$ cat config.mk
export PLATFORM = sky130hd
export DESIGN_NAME = alu_result_fifo
export DESIGN_NICKNAME = d
export VERILOG_FILES = /design/src/rtl/alu_result_fifo.sv
export SDC_FILE = /design/constraint.sdc
export NUM_CORES = 1
export LEC_CHECK = 0
export ABC_CLOCK_PERIOD_IN_PS = 2810
export BUFFER_PORTS_ARGS = -buffer_cell sky130_fd_sc_hd__buf_2
export CORE_MARGIN = 3
export CORE_UTILIZATION = 56
export DETAILED_ROUTE_END_ITERATION = 10
export HOLD_SLACK_MARGIN = 0.15
export PLACE_DENSITY = 0.82
export SETUP_SLACK_MARGIN = 0.3
export SYNTH_ARGS = -nofsm -noshare
export SYNTH_HDL_FRONTEND = slang
export SYNTH_SLANG_ARGS = --single-unit
$ cat constraint.sdc
create_clock -name clk -period 2.81 [get_ports clk]
set_clock_uncertainty 0.1 [all_clocks]
set_input_delay 0.562 -clock clk [delete_from_list [all_inputs] [get_ports clk]]
set_output_delay 0.562 -clock clk [all_outputs]
set_load 0.01 [all_outputs]
$ cat src/rtl/alu_result_fifo.sv
// alu_result_fifo: result buffer between the bitwise-operation stage and its
// consumer. The zero/negative/parity flags of each word are captured once, when
// the word is pushed, and stored with it. The head entry is presented on the
// output port whenever the FIFO is non-empty. There is no fall-through, so a
// word pushed into an empty FIFO appears on the next cycle.
//
// Parameters:
//   WIDTH  result word width (default 16)
//   DEPTH  number of entries; must be a power of two and at least 2 (default 4)
//
// Ports:
//   clk, rst     rising-edge clock; asynchronous active-high reset
//   in_data      result word from the upstream stage
//   in_valid     in_data is valid this cycle
//   in_ready     FIFO can accept a word (count < DEPTH); depends on state only
//   out_data     head result word (0 when empty)
//   out_zero     head word is all zeros (0 when empty)
//   out_neg      head word MSB (0 when empty)
//   out_parity   stored XOR-reduction of head word (0 when empty or disabled)
//   out_valid    head entry is valid (count != 0)
//   out_ready    consumer accepts the head entry
//   count        number of stored entries
//
// Configuration:
//   ALU_RESULT_PARITY_EN  when defined, a parity bit is stored per entry and
//                         driven on out_parity; otherwise out_parity is tied 0.
module alu_result_fifo #(
    parameter int unsigned WIDTH = 16,
    parameter int unsigned DEPTH = 4
) (
    input  logic                     clk,
    input  logic                     rst,
    input  logic [WIDTH-1:0]         in_data,
    input  logic                     in_valid,
    output logic                     in_ready,
    output logic [WIDTH-1:0]         out_data,
    output logic                     out_zero,
    output logic                     out_neg,
    output logic                     out_parity,
    output logic                     out_valid,
    input  logic                     out_ready,
    output logic [$clog2(DEPTH):0]   count
);

    localparam int unsigned AW = $clog2(DEPTH);
    localparam int unsigned CW = AW + 1;
    localparam logic [CW-1:0] DEPTH_C = CW'(DEPTH);

    logic [WIDTH-1:0] mem_data [DEPTH];
    logic [DEPTH-1:0] mem_zero;
    logic [DEPTH-1:0] mem_neg;
    logic [AW-1:0]    wr_ptr;
    logic [AW-1:0]    rd_ptr;
    logic             push;
    logic             pop;

    // Handshake state is derived from the registered count only
    assign in_ready  = (count < DEPTH_C);
    assign out_valid = (count != '0);
    assign push      = in_valid & in_ready;
    assign pop       = out_valid & out_ready;

    // Storage is not reset; empty-state outputs are masked below instead
    always_ff @(posedge clk) begin
        if (push) begin
            mem_data[wr_ptr] <= in_data;
            mem_zero[wr_ptr] <= (in_data == '0);
            mem_neg[wr_ptr]  <= in_data[WIDTH-1];
        end
    end

    // Pointers wrap naturally because DEPTH is a power of two
    always_ff @(posedge clk or posedge rst) begin
        if (rst) begin
            wr_ptr <= '0;
            rd_ptr <= '0;
            count  <= '0;
        end else begin
            if (push) begin
                wr_ptr <= wr_ptr + AW'(1);
            end
            if (pop) begin
                rd_ptr <= rd_ptr + AW'(1);
            end
            case ({push, pop})
                2'b10:   count <= count + CW'(1);
                2'b01:   count <= count - CW'(1);
                default: count <= count;
            endcase
        end
    end

    // Head entry, forced to zero while empty
    assign out_data = out_valid ? mem_data[rd_ptr] : '0;
    assign out_zero = out_valid & mem_zero[rd_ptr];
    assign out_neg  = out_valid & mem_neg[rd_ptr];

`ifdef ALU_RESULT_PARITY_EN
    logic [DEPTH-1:0] mem_par;

    always_ff @(posedge clk) begin
        if (push) begin
            mem_par[wr_ptr] <= ^in_data;
        end
    end

    assign out_parity = out_valid & mem_par[rd_ptr];
`else
    assign out_parity = 1'b0;
`endif

endmodule

==> results.json <==
{
  "status": "finished, final reports clean",
  "utilization": 0.699,
  "peakVddDrop_mv": 0.570,
  "fin_crit_sh": 0.878,
  "dpl.cell_count": 269,
  "fin_crit_ns": 2.47,
  "synthCells": 156,
  "synthTopCellsByArea": "edfxtp_1 66%, mux4_1 7.7%, mux4_2 5.8%",
  "setup_violations": 0,
  "crit_path_end_kind": "output pin",
  "r2r_slack_ns": 0.62,
  "grt_overflow": 0,
  "grt_use_total": 0.197,
  "synth_fp_nets": 182,
  "grt_first_pass_wirelength_mm": 8.79,
  "rsz0062_at_grt": "true",
  "p_per_area_nw_per_um2": 1020,
  "multiInputGateArea_um2": 772,
  "via_per_inst": 5.32,
  "cp-startpoint": "rd_ptr[0]",
  "h-tree-depth": 3,
  "finalHoldViolCount": 0,
  "yosys_warnings": 0,
  "cts_buffers": 9,
  "ys_seq_area_frac": 0.719,
  "drive_gt1_frac": 0.359,
  "cts_buffer_depth": 2,
  "crit_buf_inv": 2,
  "initial_core_util": 0.592,
  "layout.nets": 238,
  "num_antenna_cells": 0,
  "grt_antenna_before_repair": 0,
  "port_buffers": 42,
  "dr.first_iter.drc_count": 84,
  "ios": 44,
  "place.gp.congestion": 0.701,
  "wl_per_cell_um": 19.3,
  "die-area_um2": 6430,
  "num_rows": 26,
  "hold_class": "input pin to register",
  "seq_area_um2": 2220,
  "wl_met1_mm": 2.17,
  "mostFrequentLayoutCells": "68 x edfxtp_1, 42 x buf_2, 22 x and2_1, 10 x clkbuf_8",
  "fmax_mhz": 405,
  "die_x_um": 80.2,
  "core_um2": 5200,
  "critPathTopFamily": "multiplexers",
  "max-cap-violations": 0,
  "r2r_start": "count[0]",
  "power_mw": 3.70,
  "slowest_delay_ns": 0.54,
  "hpwl_mm": 3.73,
  "wirelength_mm": 5.55,
  "cp-endpoint": "out_data[15]",
  "clk_pin_slew_ns": 0.08,
  "grt_pass1_vias": 1714,
  "critPathRequiredTime_ns": 2.15,
  "final_common_cell": "edfxtp_1",
  "path_max_fanout": 8,
  "drc": 0,
  "root_buffer": "clkbuf_8",
  "synth_cell_type_count": 25,
  "critPathArrivalTime_ns": 1.81,
  "synth.avg_cell_area_um2": 19.8,
  "vias": 1526,
  "drtAntennaViolNets": 0,
  "final-max-slew-violation-count": 0,
  "die_y_um": 80.2,
  "areaGrowthSynthToFinish_pct": 18.1,
  "synth_top_area_cell": "edfxtp_1",
  "synth_area_um2": 3080,
  "crit_cells": 4,
  "yosysTopAreaCellShare": 0.662,
  "cts_tree": "built",
  "wl_met2_mm": 3.07,
  "setup_slack_ns": 0.342,
  "reg2regPathDepth": 8,
  "cts.sinks": 75,
  "wl_met3_um": 218,
  "crit_path_start_kind": "register",
  "fin_cells": 287,
  "clk_latency_ns": 0.34,
  "crit_type": "register to output pin",
  "highest-signal-layer": "met4",
  "reg2reg_to": "count[2]",
  "hold_depth": 1,
  "fillers": 360,
  "p_leak_nw": 1.36,
  "dr.pass1.iters": 4,
  "cp_cell_sequence": "buf_6, mux4_1, and2_1, buf_2",
  "pre_cts_slack_ns": 0.494,
  "grt_max_degree": 18,
  "slowest_stage": "mux4_1",
  "ys_ff_latch": 75,
  "fin_setup_tns_ns": 0
}
-- cell type report --
cell class | instances | share of cell area
flip-flops and latches | 75 | 0.610
well taps | 70 | 0.0241
repair buffers | 54 | 0.0853
clock inverters | 4 | 0.0206
inverters | 8 | 0.00825
multi-input cells | 64 | 0.212
clock buffers | 12 | 0.0399
-- logic make-up after synthesis --
| logic type | count (synthesis) | synth area share |
|---|---|---|
| fa+ha+maj | 6 | 0.0268 |
| buf+inv | 17 | 0.0321 |
| simple gates | 32 | 0.0637 |
| flops | 75 | 0.719 |
| xor+xnor | 6 | 0.0170 |
| mux | 18 | 0.138 |
| other cells | 1 | 0.00122 |
| compound gates | 1 | 0.00162 |
-- where the power goes --
part	switching, mW	internal, mW	total [mW]
Sequential	0.101	1.42	1.52
Combinational	0.629	0.651	1.28
Clock	0.375	0.525	0.900
-- how the worst min path moves through the flow --
stage                      from  slack [ns]               to
floorplan                   rst        0.27         count[0]
global placement       count[0]        0.39         count[0]
detailed placement          rst        0.41        wr_ptr[0]
CTS                  in_data[6]        0.33   mem_data[1][6]
global route        in_data[13]        0.33  mem_data[1][13]
finish              in_data[13]        0.34  mem_data[1][13]
-- per-stage QoR --
stage               area, µm²  hold slack (ns)
finish                   3640            0.342
global route             3640            0.331
CTS                      3630            0.329
detailed placement       3390            0.413
global placement         3390            0.394
floorplan                3080            0.265
-- cell usage after synthesis (all sizes together) --
master and count:
and2 22, and4 1, buf 7, clkbuf 2, conb 1, dfrtp 7
edfxtp 68, fa 1, ha 5, inv 8, mux2i 1, mux4 17
nand2 1, nand3 1, nor2 1, nor2b 1, nor4 4, o21ai 1
or3 1, xnor2 4, xor2 2
-- state kept, by name, summed over array words and instances (netlist names) --
| signal | flops |
|---|---|
| mem_data | 61 |
| mem_zero | 4 |
| count | 3 |
| mem_neg | 3 |
| rd_ptr | 2 |
| wr_ptr | 2 |
-- timing repair --
item                                    in CTS  in global routing
gates resized for setup                      4                  1
endpoints found under the setup margin      18                 16
buffers inserted                             0                  1
hold buffers                                 1                  0
hold endpoints to repair                     7                  0
pin swaps                                    0                  0
-- per-layer routing --
layer	vias up	GRT usage
li1	710	-
met1	771	0.227
met2	38	0.339
met3	7	0.0617
met4	0	0.0878
met5	-	0
No activity file was read; power rests on OpenSTA's default activity.
